[src/rtl/ascon_dec_collector.sv]
// ascon_dec_collector
//   Deserialises the plaintext and computed tag streamed out of the Ascon
//   decryption core, compares the tag with a host-supplied expected tag and
//   presents the result behind a done/ack handshake.
//
//   Optional build macro: ASCON_PT_ZEROIZE_EN
//     defined   - plaintext output is forced to zero when the tag mismatches
//     undefined - plaintext output is always the collected plaintext
//
// Ports
//   clk                  system clock
//   rst                  asynchronous reset, active low
//   decryption_readyxSI  core ready level; its rising edge starts a collection
//   plain_textxSI        serial plaintext bit, LSB first
//   tagxSI               serial tag bit, LSB first
//   exp_tagxSI [T]       expected tag, sampled on the ready rising edge
//   ackxSI               host acknowledge of the result
//   plain_textxSO [Y]    collected plaintext
//   tagxSO [T]           collected tag
//   auth_okxSO           collected tag equals the sampled expected tag
//   donexSO              result valid, held until acknowledged
//   busyxSO              collection in progress
module ascon_dec_collector #(
  parameter int unsigned Y     = 40,
  parameter int unsigned T     = 128,
  parameter int unsigned DELAY = 4    // must be >= 1
) (
  input  logic         clk,
  input  logic         rst,
  input  logic         decryption_readyxSI,
  input  logic         plain_textxSI,
  input  logic         tagxSI,
  input  logic [T-1:0] exp_tagxSI,
  input  logic         ackxSI,
  output logic [Y-1:0] plain_textxSO,
  output logic [T-1:0] tagxSO,
  output logic         auth_okxSO,
  output logic         donexSO,
  output logic         busyxSO
);

  localparam int unsigned M  = (Y > T) ? Y : T;
  localparam int unsigned CW = $clog2(M) + 1;
  localparam int unsigned WW = (DELAY > 2) ? $clog2(DELAY) : 1;

  localparam logic [CW-1:0] YLim  = CW'(Y);
  localparam logic [CW-1:0] TLim  = CW'(T);
  localparam logic [CW-1:0] MLast = CW'(M - 1);
  // The edge cycle counts as the first delay cycle, so WAIT lasts DELAY-1 cycles.
  localparam logic [WW-1:0] WLast = WW'((DELAY > 1) ? (DELAY - 2) : 0);
  localparam bit            SkipWait = (DELAY <= 1);

  typedef enum logic [2:0] {
    StIdle,
    StWait,
    StShift,
    StCompare,
    StDone
  } state_e;

  state_e        state_q, state_d;
  logic          ready_q;
  logic [WW-1:0] wait_q, wait_d;
  logic [CW-1:0] cnt_q, cnt_d;
  logic [Y-1:0]  pt_sr_q, pt_sr_d;
  logic [T-1:0]  tag_sr_q, tag_sr_d;
  logic [T-1:0]  exp_q, exp_d;
  logic [Y-1:0]  pt_out_q, pt_out_d;
  logic [T-1:0]  tag_out_q, tag_out_d;
  logic          auth_q, auth_d;
  logic          ready_edge;
  logic          tag_match;

  assign ready_edge = decryption_readyxSI & ~ready_q;
  assign tag_match  = (tag_sr_q == exp_q);

  always_comb begin
    state_d   = state_q;
    wait_d    = wait_q;
    cnt_d     = cnt_q;
    pt_sr_d   = pt_sr_q;
    tag_sr_d  = tag_sr_q;
    exp_d     = exp_q;
    pt_out_d  = pt_out_q;
    tag_out_d = tag_out_q;
    auth_d    = auth_q;

    unique case (state_q)
      StIdle: begin
        if (ready_edge) begin
          exp_d    = exp_tagxSI;
          pt_sr_d  = '0;
          tag_sr_d = '0;
          wait_d   = '0;
          cnt_d    = '0;
          state_d  = SkipWait ? StShift : StWait;
        end
      end
      StWait: begin
        if (wait_q == WLast) begin
          cnt_d   = '0;
          state_d = StShift;
        end else begin
          wait_d = wait_q + WW'(1);
        end
      end
      StShift: begin
        // Single-bit insert at position cnt_q; streams shorter than M stop early.
        if (cnt_q < YLim) begin
          pt_sr_d = (pt_sr_q & ~(Y'(1'b1) << cnt_q)) | (Y'(plain_textxSI) << cnt_q);
        end
        if (cnt_q < TLim) begin
          tag_sr_d = (tag_sr_q & ~(T'(1'b1) << cnt_q)) | (T'(tagxSI) << cnt_q);
        end
        if (cnt_q == MLast) begin
          cnt_d   = '0;
          state_d = StCompare;
        end else begin
          cnt_d = cnt_q + CW'(1);
        end
      end
      StCompare: begin
        auth_d    = tag_match;
        tag_out_d = tag_sr_q;
`ifdef ASCON_PT_ZEROIZE_EN
        // Never release plaintext that failed authentication.
        pt_out_d  = tag_match ? pt_sr_q : '0;
`else
        pt_out_d  = pt_sr_q;
`endif
        state_d   = StDone;
      end
      StDone: begin
        if (ackxSI) begin
          state_d = StIdle;
        end
      end
      default: state_d = StIdle;
    endcase
  end

  always_ff @(posedge clk or negedge rst) begin
    if (!rst) begin
      state_q   <= StIdle;
      ready_q   <= 1'b0;
      wait_q    <= '0;
      cnt_q     <= '0;
      pt_sr_q   <= '0;
      tag_sr_q  <= '0;
      exp_q     <= '0;
      pt_out_q  <= '0;
      tag_out_q <= '0;
      auth_q    <= 1'b0;
    end else begin
      state_q   <= state_d;
      ready_q   <= decryption_readyxSI;
      wait_q    <= wait_d;
      cnt_q     <= cnt_d;
      pt_sr_q   <= pt_sr_d;
      tag_sr_q  <= tag_sr_d;
      exp_q     <= exp_d;
      pt_out_q  <= pt_out_d;
      tag_out_q <= tag_out_d;
      auth_q    <= auth_d;
    end
  end

  assign plain_textxSO = pt_out_q;
  assign tagxSO        = tag_out_q;
  assign auth_okxSO    = auth_q;
  assign donexSO       = (state_q == StDone);
  assign busyxSO       = (state_q == StWait) || (state_q == StShift) || (state_q == StCompare);

endmodule

[config.mk]
export PLATFORM = sky130hd
export DESIGN_NAME = ascon_dec_collector
export DESIGN_NICKNAME = d
export VERILOG_FILES = /design/src/rtl/ascon_dec_collector.sv
export SDC_FILE = /design/constraint.sdc
export NUM_CORES = 1
export LEC_CHECK = 0
export ABC_AREA = 1
export BUFFER_PORTS_ARGS = -buffer_cell sky130_fd_sc_hd__buf_2
export CORE_MARGIN = 1.5
export CORE_UTILIZATION = 47
export CTS_CLUSTER_DIAMETER = 150
export DETAILED_ROUTE_END_ITERATION = 8
export PLACE_DENSITY = 0.7
export SLEW_MARGIN = 40
export SYNTH_ARGS = -nofsm -noshare
export SYNTH_HDL_FRONTEND = slang
export SYNTH_SLANG_ARGS = --single-unit
[constraint.sdc]
create_clock -name clk -period 1.9 [get_ports clk]
set_clock_uncertainty 0.2 [all_clocks]
set_input_delay 0.38 -clock clk [delete_from_list [all_inputs] [get_ports clk]]
set_output_delay 0.38 -clock clk [all_outputs]
set_load 0.05 [all_outputs]
# After elaboration in Yosys (flattened, before gate mapping)
# Index checks and enable logic that the tools add are counted.
[totals]
out_inout_bits = 171
regBits = 479
word_cells = 70
input_bits = 134
[classes]
shifts = 4
order_cmp = 2
mux = 18
eq_ne = 14
add_sub_neg = 2
n_bitwise = 8
reduce_logical = 12
[op_table]
columns = ["cell", "n"]
rows = [
  ["128-bit two-way mux", 2],
  ["128-bit one-hot mux with 2 select lines", 1],
  ["128-bit bitwise AND", 1],
  ["128-bit == test", 1],
  ["128-bit inverter", 1],
  ["128-bit OR", 1],
  ["1-bit by 8-bit << shifter with 128-bit output", 1],
  ["1-bit by 8-bit << shifter with 128-bit output (first input constant)", 1],
  ["40-bit two-way mux", 2],
  ["40-bit one-hot mux with 2 select lines", 1],
  ["40-bit bitwise AND", 1],
  ["40-bit inverter", 1],
  ["40-bit OR", 1],
  ["1-bit by 8-bit << shifter with 40-bit output", 1],
  ["1-bit by 8-bit << shifter with 40-bit output (first input constant)", 1],
  ["8-bit two-way mux", 3],
  ["8-bit one-hot mux with 3 select lines", 1],
  ["3-bit one-hot mux with 5 select lines", 1],
  ["2-bit inequality test (second input constant)", 7],
  ["3-bit two-way mux", 4],
  ["3-bit AND reduction", 4],
  ["8-bit by 1-bit adder with 8-bit output (second input constant)", 1],
  ["8-bit by 7-bit == test with 1-bit output (second input constant)", 1],
  ["8-bit by 6-bit < comparator with 1-bit output (second input constant)", 1],
  ["16 further kinds", 20],
]

# Depth between registers and ports, before layout
[logic_depth]
ltp_word = 6
depth_mapped = 12
depth_no_buf = 12

# Worst setup path after synthesis
# OpenSTA, ideal clock, no wires.
[synth_timing]
path_kind = "register to register"
from = "register state_q[2]"
to = "register state_q[1]"
n_path_buf = 0
arrival_time_ps = 1993
setup_ps = 121
required_ps = 1579
period_less_slack_ps = 2314
path_slack_ps = -414
path_stages_with_launch = 6
cell_sequence = "dfrtp_1 inv_2 nor3_1 nand2_1 nand3_1 o21ai_1"
[synth_between]
elab_chain_cells = 3
elab_cells_between_ends = 11
classes_between = "eq/ne (8); mux (1); reduce/logical (2)"
[synth_lines]
columns = ["item", "line", "text"]
rows = [
  ["start, declared", "61", "state_e state_q, state_d;"],
  ["start signal, assigned", "144", "state_q <= StIdle;"],
  ["start signal, assigned", "155", "state_q <= state_d;"],
  ["3-bit == test *", "--", ""],
  ["via donexSO", "38", "output logic donexSO,"],
  ["2-bit inequality test (no source line)", "--", ""],
  ["4-bit AND reduction (no source line)", "--", ""],
]
# Mark *: on every way through the listed nets, which the timed path passes. The rest lies on a longest branch.
# A chain may end at the register's enable or synchronous reset.

# Worst setup path after layout
[layout_timing]
from = "register state_q[0]"
to = "output port donexSO"
[layout_between]
elab_chain_cells = 1
[layout_lines]
columns = ["item", "line", "text"]
rows = [
  ["3-bit == test", "171", "assign donexSO = (state_q == StDone);"],
  ["end, declared", "38", ""],
]
# Every way passes these cells.

==> impl_metrics.toml <==
[run_status]
outcome = "finished with violations"
violations = "negative setup slack"

[finish]
nFillCells = 3509
final_area_um2 = 33700
layout_commonest_cell = "nand2_1"
nets = 3668
fin_cells = 4185
post-route-util_pct = 70.6
mostFrequentLayoutCells = "807 x nand2_1, 471 x dfrtp_1, 301 x buf_2, 263 x o21ai_0, 228 x buf_4"
syn_to_final_growth_pct = 48.9
drive_gt1_share_pct = 32.6

[die]
fp.dieH_um = 222
rows = 80
core_um2 = 47600
start_util_pct = 47.5
ios = 305
die_w_um = 222
die_area_um2 = 49400

[cts]
numCtsBuffers = 51
cts_tree = "done"
worstSkewPairLatency_ns = 0.61
cts-root-buf = "clkbuf_16"
cts_buffer_depth = 3
htreeDepth = 2
clock-sinks = 479
clk_pin_slew_ns = 0.06

[sta]
fmax_mhz = 445
setup_tns_ns = -59.18
rsz0062_at_grt = "yes"
min_period_over_period_pct = 118
setup_viol = 311
relSlewSlack_pct = 60.5
layout_setup_ws_ns = -0.346
whs_ns = 0.0509
hold_viol_final = 0
period_minus_slack_ns = 2.25
drv_slew = 0
tightest_slew_ns = 0.592

[yosys]
synthesis.nets = 2936
ys.warnings.count = 0
synth_cell_types = 44
syn_area_um2 = 22600
synth_area_per_cell_um2 = 8.09
ys_ff_latch = 479
synth_cells = 2795
seq_area_frac_synth_pct = 53.0

[placement]
placed_cells = 3859
dpl-instance-area_um2 = 26900
gp_congestion = 0.998
dp_hpwl_mm = 58.0
io_buffers = 304

[worst_setup_path]
r2r-start = "state_q[2]"
crit_required_ns = 1.32
reg2reg_depth = 9
cp-end-kind = "output port"
worstPathMaxFanout = 4
cp-start-kind = "flip-flop"
crit_type = "flip-flop to output port"
arrival_ns = 1.67
r2r_slack_ns = -0.26
r2r-end = "tag_sr_q[72]"

[routing]
vias = 23399
drtIter0Drc = 2410
drt.antenna.violating_nets = 0
drc = 0
first_pass_iters = 8
drt-vias-per-instance = 5.59
finalWirelength_mm = 89.0
post_drt_wl_per_cell_um = 21.3

[pwr]
intPower_mw = 28.2
switchingPower_mw = 20.9
combPwrFrac_pct = 47.7
pwr-share-clk_pct = 22.0
seqPwrFrac_pct = 30.3
p_leak_nw = 15.8
switching_share_pct = 42.6
peakVddDrop_uv = 1360
powerDensity_nw_per_um2 = 1460

[grt]
antenna_found_initial = 1
grt_start_max_net_pins = 136
grt_pass1_wl_mm = 129
track_usage_pct = 33.6
grt_pass1_vias = 22558
gr-total-overflow = 0

[run]
cap_violations = 0

[min_path]
worstHoldPathType = "input port to async pin"
how the worst max path moves through the flow:
stage / start / endpoint / slack, ns / cells after the start
floorplan: cnt_q[1] / tag_sr_q[17] / -0.006 / 10
global placement: cnt_q[1] / tag_sr_q[70] / -0.59 / 10
detailed placement: cnt_q[3] / tag_sr_q[14] / -0.54 / 8
CTS: state_q[0] / donexSO / -0.35 / 4
global route: state_q[0] / busyxSO / -0.40 / 7
finish: state_q[0] / donexSO / -0.35 / 4
worst max-delay path, stage by stage, from the launching register on:
cell,delay [ns]
dfrtp_2,0.44
buf_6,0.14
buf_6,0.11
nor3_4,0.20
buf_6,0.19
power by group through the flow:
stage | clock network (mW) | logic (mW) | registers [mW]
3_3_place_gp | 0 | 17.3 | 14.8
4_1_cts | 10.8 | 20.4 | 14.8
5_1_grt | 11.3 | 24.8 | 15.2
3_5_place_dp | 0 | 17.6 | 14.9
2_1_floorplan | 0 | 7.51 | 18.6
6_report | 10.8 | 23.4 | 14.9
final cells by class:
cell class,count,area [um2],share of cell area (%)
flip-flops and latches,479,12000,35.6
multi-input cells,1913,10700,31.8
repair buffers,830,7350,21.8
clock buffers,73,1540,4.58
inverters,251,1020,3.04
well taps,615,769,2.29
clock inverters,22,274,0.814
repair inverters,1,7.51,0.0223
diodes,1,2.50,0.00743
cells by family after synthesis:
kind of cell / count (synthesis) / synth area share (%)
simple gates: 1165 / 20.7
compound gates: 649 / 15.3
flops: 479 / 53.0
buf+inv: 403 / 7.12
xor+xnor: 92 / 3.56
fa+ha+maj: 7 / 0.387
registers in the layout (all words and copies together), names as in the netlist:
register       flops
plain_textxSO     40
pt_sr_q           40
wait_q             2
ready_q            1
tag_sr_q         128
state_q            3
cnt_q              8
auth_okxSO         1
exp_q            128
tagxSO           128
per-stage QoR:
stage               worst slack [ns]  power, mW
floorplan                   -0.00555       26.2
global placement              -0.593       32.2
detailed placement            -0.542       32.5
CTS                           -0.348       46.0
global route                  -0.399       51.2
finish                        -0.346       49.1
synthesized netlist by cell type, drive strengths merged:
cell type	n	area share (%)
nand2	900	15
o21ai	483	11
dfrtp	479	53
inv	250	4.2
nor2	143	2.8
clkbuf	97	1.6
xnor2	88	3.4
nand3	78	1.8
a21oi	76	1.7
buf	55	1.3
o22ai	42	1.2
nor3	24	0.58
o32ai	18	0.70
nand4	16	0.44
ha	7	0.39
a22oi	5	0.17
a31oi	5	0.14
a21boi	4	0.13
nor4	4	0.11
xor2	4	0.15
o31ai	3	0.10
a21o	2	0.066
a31o	2	0.077
o2bb2ai	2	0.077
o41ai	2	0.077
a22o	1	0.039
a41oi	1	0.039
clkinv	1	0.017
o211ai	1	0.033
o21a	1	0.033
o311ai	1	0.039
per-layer routing:
metal | share of wire, % | wire (um) | track usage [%] | vias to the layer above
met5 | 0 | 0 | 0 | -
met2 | 46 | 41300 | 54.6 | 1237
met4 | 4.8 | 4280 | 12.5 | 0
li1 | - | - | - | 10542
met3 | 8.0 | 7130 | 5.18 | 273
met1 | 41 | 36300 | 45.6 | 11347
repair_timing:
action,CTS,global route
endpoints found under the setup margin,229,333
pin swaps,61,38
hold buffers,132,0
gates cloned,11,20
gates resized for setup,430,332
endpoints found under the hold margin,610,0
setup buffers,51,23
Note: power is estimated with default switching activity, not from simulation.
